--- config.mk ---
export PLATFORM = sky130hd
export DESIGN_NAME = cnn_layer_accel_result_packer
export DESIGN_NICKNAME = d
export VERILOG_FILES = /design/src/rtl/cnn_layer_accel_pack_pkg.sv /design/src/rtl/cnn_layer_accel_pack_fifo.sv /design/src/rtl/cnn_layer_accel_result_packer.sv
export SDC_FILE = /design/constraint.sdc
export NUM_CORES = 1
export LEC_CHECK = 0
export BUFFER_PORTS_ARGS = -buffer_cell sky130_fd_sc_hd__buf_2
export CORE_ASPECT_RATIO = 1.4
export CORE_MARGIN = 2
export CORE_UTILIZATION = 40
export CTS_CLUSTER_DIAMETER = 120
export DETAILED_ROUTE_END_ITERATION = 10
export PLACE_DENSITY_LB_ADDON = 0.08
export SLEW_MARGIN = 0
export SYNTH_ARGS = -nofsm -noshare
export SYNTH_HDL_FRONTEND = slang
export SYNTH_SLANG_ARGS = --single-unit
--- constraint.sdc ---
create_clock -name clk_if -period 3.68 [get_ports clk_if]
set_input_delay 0.92 -clock clk_if [delete_from_list [all_inputs] [get_ports clk_if]]
set_output_delay 0.92 -clock clk_if [all_outputs]
set_load 0.02 [all_outputs]
--- src/rtl/cnn_layer_accel_pack_pkg.sv ---
// Shared types and constants for the CNN result packer.
// Holds the packer FSM state enum, lane/width constants, the packed
// output word carried through the output FIFO, and the optional sample
// rectifier (enabled by defining CNN_RESULT_PACKER_RELU_EN).
package cnn_layer_accel_pack_pkg;

  localparam int unsigned C_RES_WIDTH  = 16;
  localparam int unsigned C_LANES      = 8;
  localparam int unsigned C_CNT_WIDTH  = 32;
  localparam int unsigned C_PACK_WIDTH = C_RES_WIDTH * C_LANES;
  localparam int unsigned C_LANE_IDX_W = $clog2(C_LANES);

  typedef enum logic [1:0] {
    IDLE    = 2'd0,
    COLLECT = 2'd1,
    FLUSH   = 2'd2,
    DONE    = 2'd3
  } pack_state_t;

  typedef struct packed {
    logic [C_PACK_WIDTH-1:0] data;
    logic [C_LANES-1:0]      keep;
    logic                    last;
  } pack_word_t;

  // Optional rectification: negative samples become zero.
  function automatic logic [C_RES_WIDTH-1:0] rectify(input logic [C_RES_WIDTH-1:0] s);
`ifdef CNN_RESULT_PACKER_RELU_EN
    return s[C_RES_WIDTH-1] ? C_RES_WIDTH'(0) : s;
`else
    return s;
`endif
  endfunction

endpackage

--- src/rtl/cnn_layer_accel_pack_fifo.sv ---
// Two-entry output FIFO of packed words, built as a registered head stage
// plus one skid entry so the visible word and its flags come from flops.
// Ports:
//   clk, rst_n        clock, async active-low reset
//   push, push_word   write request and word (ignored when full and not popping)
//   pop               read request (ignored when empty)
//   head              oldest word, held stable until popped
//   valid             FIFO not empty (head is valid)
//   full              both entries occupied
module cnn_layer_accel_pack_fifo
  import cnn_layer_accel_pack_pkg::*;
(
  input  logic       clk,
  input  logic       rst_n,
  input  logic       push,
  input  pack_word_t push_word,
  input  logic       pop,
  output pack_word_t head,
  output logic       valid,
  output logic       full
);

  pack_word_t head_q;
  pack_word_t tail_q;
  logic       head_v;
  logic       tail_v;
  logic       do_pop;
  logic       do_push;

  // A push on a full FIFO is allowed only when the head leaves this cycle.
  assign do_pop  = pop & head_v;
  assign do_push = push & (~tail_v | do_pop);

  // Entry storage and occupancy.
  always_ff @(posedge clk or negedge rst_n) begin
    if (!rst_n) begin
      head_q <= '0;
      tail_q <= '0;
      head_v <= 1'b0;
      tail_v <= 1'b0;
    end else if (do_pop) begin
      if (tail_v) begin
        head_q <= tail_q;
        tail_v <= do_push;
        if (do_push) tail_q <= push_word;
      end else begin
        head_v <= do_push;
        if (do_push) head_q <= push_word;
      end
    end else if (do_push) begin
      if (!head_v) begin
        head_q <= push_word;
        head_v <= 1'b1;
      end else begin
        tail_q <= push_word;
        tail_v <= 1'b1;
      end
    end
  end

  assign head  = head_q;
  assign valid = head_v;
  assign full  = tail_v;

endmodule

--- src/rtl/cnn_layer_accel_result_packer.sv ---
// Packs a job's 16-bit convolution results eight to a 128-bit word,
// zero-pads the final partial word, marks it last, and reports job
// completion with a done/ack handshake.
// Optional feature: define CNN_RESULT_PACKER_RELU_EN to zero negative samples.
// Ports:
//   clk_if, rst                      clock, async active-low reset
//   cfg_valid, cfg_num_results       job start pulse and result count
//   cfg_accept                       high while idle
//   result_valid/result_accept/data  incoming sample stream
//   pack_valid/pack_ready            outgoing word handshake
//   pack_data, pack_keep, pack_last  outgoing word payload
//   job_done, job_done_ack           completion level and its clear
module cnn_layer_accel_result_packer
  import cnn_layer_accel_pack_pkg::*;
(
  input  logic         clk_if,
  input  logic         rst,
  input  logic         cfg_valid,
  input  logic [31:0]  cfg_num_results,
  output logic         cfg_accept,
  input  logic         result_valid,
  output logic         result_accept,
  input  logic [15:0]  result_data,
  output logic         pack_valid,
  input  logic         pack_ready,
  output logic [127:0] pack_data,
  output logic [7:0]   pack_keep,
  output logic         pack_last,
  output logic         job_done,
  input  logic         job_done_ack
);

  pack_state_t             state_q;
  pack_state_t             state_d;
  logic [C_LANE_IDX_W-1:0] lane_q;
  logic [C_CNT_WIDTH-1:0]  remaining_q;
  logic [C_PACK_WIDTH-1:0] data_q;
  logic [C_LANES-1:0]      keep_q;
  logic [C_RES_WIDTH-1:0]  sample_c;
  pack_word_t              word_c;
  pack_word_t              head;
  logic                    fifo_full;
  logic                    take;
  logic                    last_sample;
  logic                    word_done;
  logic                    last_handoff;

  assign result_accept = (state_q == COLLECT) && !fifo_full;
  assign take          = result_valid && result_accept;
  assign last_sample   = (remaining_q == C_CNT_WIDTH'(1));
  assign word_done     = take && ((lane_q == C_LANE_IDX_W'(C_LANES - 1)) || last_sample);
  assign last_handoff  = pack_valid && pack_ready && head.last;
  assign sample_c      = rectify(result_data);

  // Word as it stands once the current sample lands in its lane.
  always_comb begin
    word_c      = '0;
    word_c.data = data_q;
    word_c.data[lane_q * C_RES_WIDTH +: C_RES_WIDTH] = sample_c;
    word_c.keep = keep_q | (C_LANES'(1) << lane_q);
    word_c.last = last_sample;
  end

  // State register.
  always_ff @(posedge clk_if or negedge rst) begin
    if (!rst) state_q <= IDLE;
    else      state_q <= state_d;
  end

  // Next-state logic; FLUSH exits on the edge that hands off the last word.
  always_comb begin
    state_d = state_q;
    case (state_q)
      IDLE: begin
        if (cfg_valid) state_d = (cfg_num_results == C_CNT_WIDTH'(0)) ? DONE : COLLECT;
      end
      COLLECT: begin
        if (take && last_sample) state_d = FLUSH;
      end
      FLUSH: begin
        if (!pack_valid || last_handoff) state_d = DONE;
      end
      DONE: begin
        if (job_done_ack) state_d = IDLE;
      end
      default: state_d = IDLE;
    endcase
  end

  // Lane assembly and result counting.
  always_ff @(posedge clk_if or negedge rst) begin
    if (!rst) begin
      lane_q      <= '0;
      remaining_q <= '0;
      data_q      <= '0;
      keep_q      <= '0;
    end else if ((state_q == IDLE) && cfg_valid) begin
      lane_q      <= '0;
      remaining_q <= cfg_num_results;
      data_q      <= '0;
      keep_q      <= '0;
    end else if (take) begin
      if (remaining_q != C_CNT_WIDTH'(0)) remaining_q <= remaining_q - C_CNT_WIDTH'(1);
      if (word_done) begin
        lane_q <= '0;
        data_q <= '0;
        keep_q <= '0;
      end else begin
        lane_q <= lane_q + C_LANE_IDX_W'(1);
        data_q <= word_c.data;
        keep_q <= word_c.keep;
      end
    end
  end

  cnn_layer_accel_pack_fifo u_fifo (
    .clk       (clk_if),
    .rst_n     (rst),
    .push      (word_done),
    .push_word (word_c),
    .pop       (pack_ready),
    .head      (head),
    .valid     (pack_valid),
    .full      (fifo_full)
  );

  assign pack_data  = head.data;
  assign pack_keep  = head.keep;
  assign pack_last  = head.last;
  assign cfg_accept = (state_q == IDLE);
  assign job_done   = (state_q == DONE);

endmodule

== After elaboration in Yosys (flattened, before gate mapping) ==
Index checks and enable logic that the tools add are counted.
Operators by class
  add/subtract/negate cells: 3
  equality and inequality tests: 13
  shift operators: 3
  multiplexer cells: 35
  bitwise logic cells: 5
  reductions and logical operators: 25
Operators by type and width (count)
  2-to-1 mux 137 bit: 9
  2-to-1 mux 128 bit: 3
  bitwise mux 128 bit: 1
  variable shift 16 x 34 -> 128 bit, first input constant: 1
  indexed part select 16 x 34 -> 128 bit: 1
  2-to-1 mux 32 bit: 3
  negator 7 -> 34 bit: 1
  equality test 32 x 1 -> 1 bit, second input constant: 1
  zero test 32 bit: 1
  nonzero test 32 bit: 1
  subtractor 32 x 1 -> 32 bit, second input constant: 1
  2-to-1 mux 8 bit: 3
  2-to-1 mux 2 bit: 5
  != test 2 bit, second input constant: 5
  nonzero test 2 bit: 5
  2-to-1 mux 3 bit: 3
  bitwise OR 8 bit: 1
  one-hot mux 2 bit (4 select lines): 1
  AND reduction 4 bit: 2
  << shifter 1 x 3 -> 8 bit, first input constant: 1
  logical AND 1 bit: 7
  2-to-1 mux 1 bit: 7
  != test 2 x 1 -> 1 bit, second input constant: 3
  AND reduction 2 bit: 3
  other kinds (11): 15
Storage, ports and cells
  flip-flop bits (word level): 449
  output and inout bits: 141
  logic and storage cells: 97

== Logic depth before layout (Yosys ltp) ==
  depth after elaboration: 8
  mapped depth: 10
  gate-level depth less buffers: 8

== By module ==
Synthesis repeated with hierarchy kept, for this count alone.
Second synthesis, totals
  cells, all modules: 2052
  area, all modules: 22261.4 um^2
By module, submodules not included
  cnn_layer_accel_pack_fifo: instances 1, cells an instance 1248, area each 13120.1 um^2
  cnn_layer_accel_result_packer: instances 1, cells an instance 804, area each 9141.3 um^2

== Worst setup path before layout ==
OpenSTA, ideal clock, no wires.
  path kind: flip-flop to flip-flop
  from: register lane_q[0]
  to: register u_fifo.head_q (netlist bit u_fifo.head[127])
  setup time: 0.125 ns
  arrival: 2.795 ns
  data required time: 3.555 ns
  slack: 0.760 ns
  stages on the path, launching flop included: 9
  path buffers: 1
  cell sequence: dfrtp_1 -> inv_1 -> ha_1 -> ha_1 -> nor4_2 -> buf_4 -> mux2i_1 -> a21oi_1 -> mux2_4
Between the ends
  longest elaborated chain between the ends: 6
  elaborated cells on any way between the ends: 16
  those cells by class: add/sub: 1; eq/ne: 1; shift: 2; mux: 6; bitwise: 1; reduce/logical: 5
RTL lines
  from (decl): line cnn_layer_accel_result_packer.sv:35  | logic [C_LANE_IDX_W-1:0] lane_q;
  from (signal assigned): line cnn_layer_accel_result_packer.sv:109  | lane_q <= lane_q + C_LANE_IDX_W'(1);
  negator 7 -> 34 bit / equality test 3 bit (equally long branches): line cnn_layer_accel_result_packer.sv:59, cnn_layer_accel_result_packer.sv:51
  indexed part select 16 x 34 -> 128 bit (tied with other cells): line cnn_layer_accel_result_packer.sv:59  | word_c.data[lane_q * C_RES_WIDTH +: C_RES_WIDTH] = sample_c;
  bitwise mux 128 bit / logical AND 1 bit (equally long branches): line cnn_layer_accel_result_packer.sv:59, cnn_layer_accel_result_packer.sv:51
  2-to-1 mux 137 bit (tied with other cells): line cnn_layer_accel_pack_fifo.sv:51  | if (!head_v) begin
  2-to-1 mux 137 bit (tied with other cells): line cnn_layer_accel_pack_fifo.sv:50  | end else if (do_push) begin
  2-to-1 mux 137 bit / AND reduction 3 bit (equally long branches)
  to (signal assigned): line cnn_layer_accel_pack_fifo.sv:43  | head_q <= tail_q;
  to (signal assigned): line cnn_layer_accel_pack_fifo.sv:48  | if (do_push) head_q <= push_word;
  to (signal assigned): line cnn_layer_accel_pack_fifo.sv:52  | head_q <= push_word;
  to (decl): line cnn_layer_accel_pack_fifo.sv:23  | pack_word_t head_q;
Several ways; a longest one is shown, not always the timed one. The select of a mux whose other input is x is not followed.
A chain may end at the register's enable or synchronous reset.

== Worst setup path in the final report ==
  from: register lane_q[0]
  to: register data_q[32]
Between the ends
  longest elaborated chain between the ends: 6
  elaborated cells on any way between the ends: 10
  those cells by class: add/sub: 1; eq/ne: 1; shift: 2; mux: 4; reduce/logical: 2
RTL lines
  negator 7 -> 34 bit / equality test 3 bit (equally long branches): line cnn_layer_accel_result_packer.sv:59, cnn_layer_accel_result_packer.sv:51
  indexed part select 16 x 34 -> 128 bit (tied with other cells): line cnn_layer_accel_result_packer.sv:59
  bitwise mux 128 bit / logical AND 1 bit (equally long branches): line cnn_layer_accel_result_packer.sv:59, cnn_layer_accel_result_packer.sv:51
  2-to-1 mux 128 bit (*): line cnn_layer_accel_result_packer.sv:104  | if (word_done) begin
  2-to-1 mux 128 bit (*): line cnn_layer_accel_result_packer.sv:102  | end else if (take) begin
  2-to-1 mux 128 bit (*): line cnn_layer_accel_result_packer.sv:97  | end else if ((state_q == IDLE) && cfg_valid) begin
  to (signal assigned): line cnn_layer_accel_result_packer.sv:110  | data_q <= word_c.data;
  to (decl): line cnn_layer_accel_result_packer.sv:37  | logic [C_PACK_WIDTH-1:0] data_q;
Every way passes the cells marked *; elsewhere a longest branch is shown, timed or not. The select of a mux whose other input is x is not followed.

==> flow_summary.json <==
{
  "avgSynthCellArea_sq_um": 10.7,
  "cp_slowest_stage_delay_ns": 0.95,
  "fin_tns_setup_ns": 0,
  "cp_top_family": "simple AND/OR/NAND/NOR gates",
  "clk_pin_slew_worst_paths_ns": 0.06,
  "cts_hold_buf": 0,
  "fin_area_sq_mm": 0.0243,
  "clock-sinks": 449,
  "die_area_sq_mm": 0.0547,
  "crit_chain": "inv_1, ha_1, ha_1, inv_1, or3_1, nor2_1, a22o_1",
  "synth_flop_cell": "dfrtp_1",
  "grt_overflow": 0,
  "stdcell_count": 2832,
  "cts-root-buf": "clkbuf_16",
  "io_buffer_count": 194,
  "worstPathArrival_ns": 3.74,
  "chipHeight_microns": 276,
  "fmax_mhz": 308,
  "yosysSeqAreaShare_pct": 53.2,
  "worstReg2RegEnd": "data_q[32]$_DFFE_PN0P_",
  "wire_per_inst_microns": 21.8,
  "cts_buffer_depth": 3,
  "synth_cell_types": 62,
  "power_density_mw_per_mm2": 599,
  "slew_headroom_pct": 19.4,
  "numCtsBuffers": 48,
  "min_period_over_period_pct": 88.3,
  "num_vias": 15736,
  "synth_cells": 1968,
  "hold_viol_final": 0,
  "cts_tree": "done",
  "final_common_cell": "dfrtp_1",
  "finalWorstSetupSlack_ns": 0.432,
  "antenna_found_initial": 1,
  "drc": 0,
  "ys_ff_latch": 449,
  "slew_viol_final": 0,
  "setup_viol": 0,
  "gp_congestion": 0.820,
  "drv_cap": 0,
  "hp-class": "input pin to asynchronous set/reset pin",
  "grt_pass1_vias": 15586,
  "nets": 2161,
  "coreArea_sq_mm": 0.0521,
  "layout_common_cells": "dfrtp_1, o21ai_0, buf_2, nor2_1, a21oi_1",
  "dp.cells": 2749,
  "critPathBufInv": 2,
  "setup.worst_path.end_class": "register",
  "num_antenna_cells": 0,
  "rsz0062_at_grt": "false",
  "firstDrtPassIters": 6,
  "reg2regPathDepth": 7,
  "cts.repair.resized": 0,
  "cp.required_ns": 4.17,
  "grt_use_total_pct": 22.7,
  "whs_ns": 0.316,
  "start_util_pct": 40.5,
  "row_count": 99,
  "dpl_cell_area_sq_mm": 0.0227,
  "leakage_nw": 12.2,
  "min_period_ns": 3.25,
  "fp.dieW_microns": 198,
  "grt_pass1_wl_microns": 96400,
  "critPathKind": "register to register",
  "drive_gt1_share_pct": 22.2,
  "ant_nets": 0,
  "cts_setup_buffers": 0,
  "r2r_slack_ns": 0.43,
  "crit_slowest_cell": "nor2_1",
  "critical_path.max_fanout": 16,
  "syn_nets": 2037,
  "tightest_slew_ns": 1.20,
  "fin_skew_ns": 0.0250,
  "grt_max_degree": 140,
  "power_mw": 14.6,
  "syn_area_sq_mm": 0.0211,
  "totalWireLength_microns": 61800,
  "htreeDepth": 2,
  "r2r-start": "lane_q[0]$_DFFE_PN0P_",
  "areaGrowthSynthToFinish_pct": 15.2,
  "vias_per_cell": 5.56,
  "num_io_pins": 195,
  "async_reset_ff_share_pct": 100,
  "yosysWarnings": 0,
  "synth-edff-count": 0,
  "hpwlAfterDp_microns": 37200,
  "status": "complete, no violations",
  "insertion_delay_ns": 0.57,
  "place_ws_ns": 0.380,
  "startpoint_type": "register",
  "drtIter0Drc": 1121,
  "vdd_drop_max_mv": 0.432,
  "utilization_pct": 46.7
}
power breakdown:
| group | switching [mW] | internal [mW] | leakage, nW | total [mW] |
|---|---|---|---|---|
| Sequential | 0.475 | 5.49 | 6.12 | 5.96 |
| Clock | 2.00 | 2.93 | 0.782 | 4.93 |
| Combinational | 2.36 | 1.33 | 5.32 | 3.69 |
| Total | 4.83 | 9.74 | 12.2 | 14.6 |
how the worst max path moves through the flow:
stage                                from                           end  slack [ns]  cells after the start
detailed placement           result_valid        data_q[96]$_DFFE_PN0P_        0.38                      6
CTS                 lane_q[0]$_DFFE_PN0P_        data_q[32]$_DFFE_PN0P_        0.47                      7
global route        lane_q[0]$_DFFE_PN0P_        data_q[33]$_DFFE_PN0P_        0.24                      7
floorplan           lane_q[0]$_DFFE_PN0P_  u_fifo.head[127]$_DFFE_PN0P_        0.76                      8
finish              lane_q[0]$_DFFE_PN0P_        data_q[32]$_DFFE_PN0P_        0.43                      7
global placement             result_valid       data_q[102]$_DFFE_PN0P_        0.46                      6
cell usage after synthesis, types with 15 or more instances:
library cell    n  share of area [%]
inv_1          16               0.28
mux2i_1       131                6.2
o21ai_0       297                7.0
nand2_1       130                2.3
a22o_1         18               0.75
clkbuf_1      120                2.1
buf_2          18               0.43
a21oi_1       155                3.7
a32o_1         17               0.81
nor4_1         17               0.50
dfrtp_1       449                 53
ha_1           15               0.89
nand3_1        17               0.40
buf_6          21                1.1
nor3_1         21               0.50
mux2_4        130                9.2
nor2_1        170                3.0
o21ai_1        99                2.3
metal layers:
layer / track usage, % / wire [microns] / vias up
met1: 32.0 / 28400 / 7943
met5: 0 / 15 / -
li1: - / - / 7273
met3: 3.26 / 2910 / 93
met2: 36.5 / 28900 / 425
met4: 6.81 / 1640 / 2
final cells by class:
cell class                      count  area (sq um)
Tap cell                          707           885
Clock inverter                      9           138
Inverter                           16          60.1
Timing Repair Buffer              237          1450
Clock buffer                       74          1460
Multi-Input combinational cell   1340          9100
Fill cell                        4795         27800
Sequential cell                   449         11200
kinds of logic (layout without fill, tap and decap cells):
group	after synthesis	count (layout)	synth area share, %
flops	449	449	53.2
xor+xnor	1	1	0.0415
compound gates	646	646	16.8
simple gates	409	409	9.09
mux	269	269	15.9
buf+inv	179	336	4.05
fa+ha+maj	15	15	0.889
registers in the layout, indices dropped and copies added, names as in the netlist:
name / count
data_q: 128
keep_q: 8
lane_q: 3
remaining_q: 32
state_q: 2
u_fifo.full: 1
u_fifo.head: 137
u_fifo.tail_q: 137
u_fifo.valid: 1
Note: power is estimated with default switching activity, not from simulation.
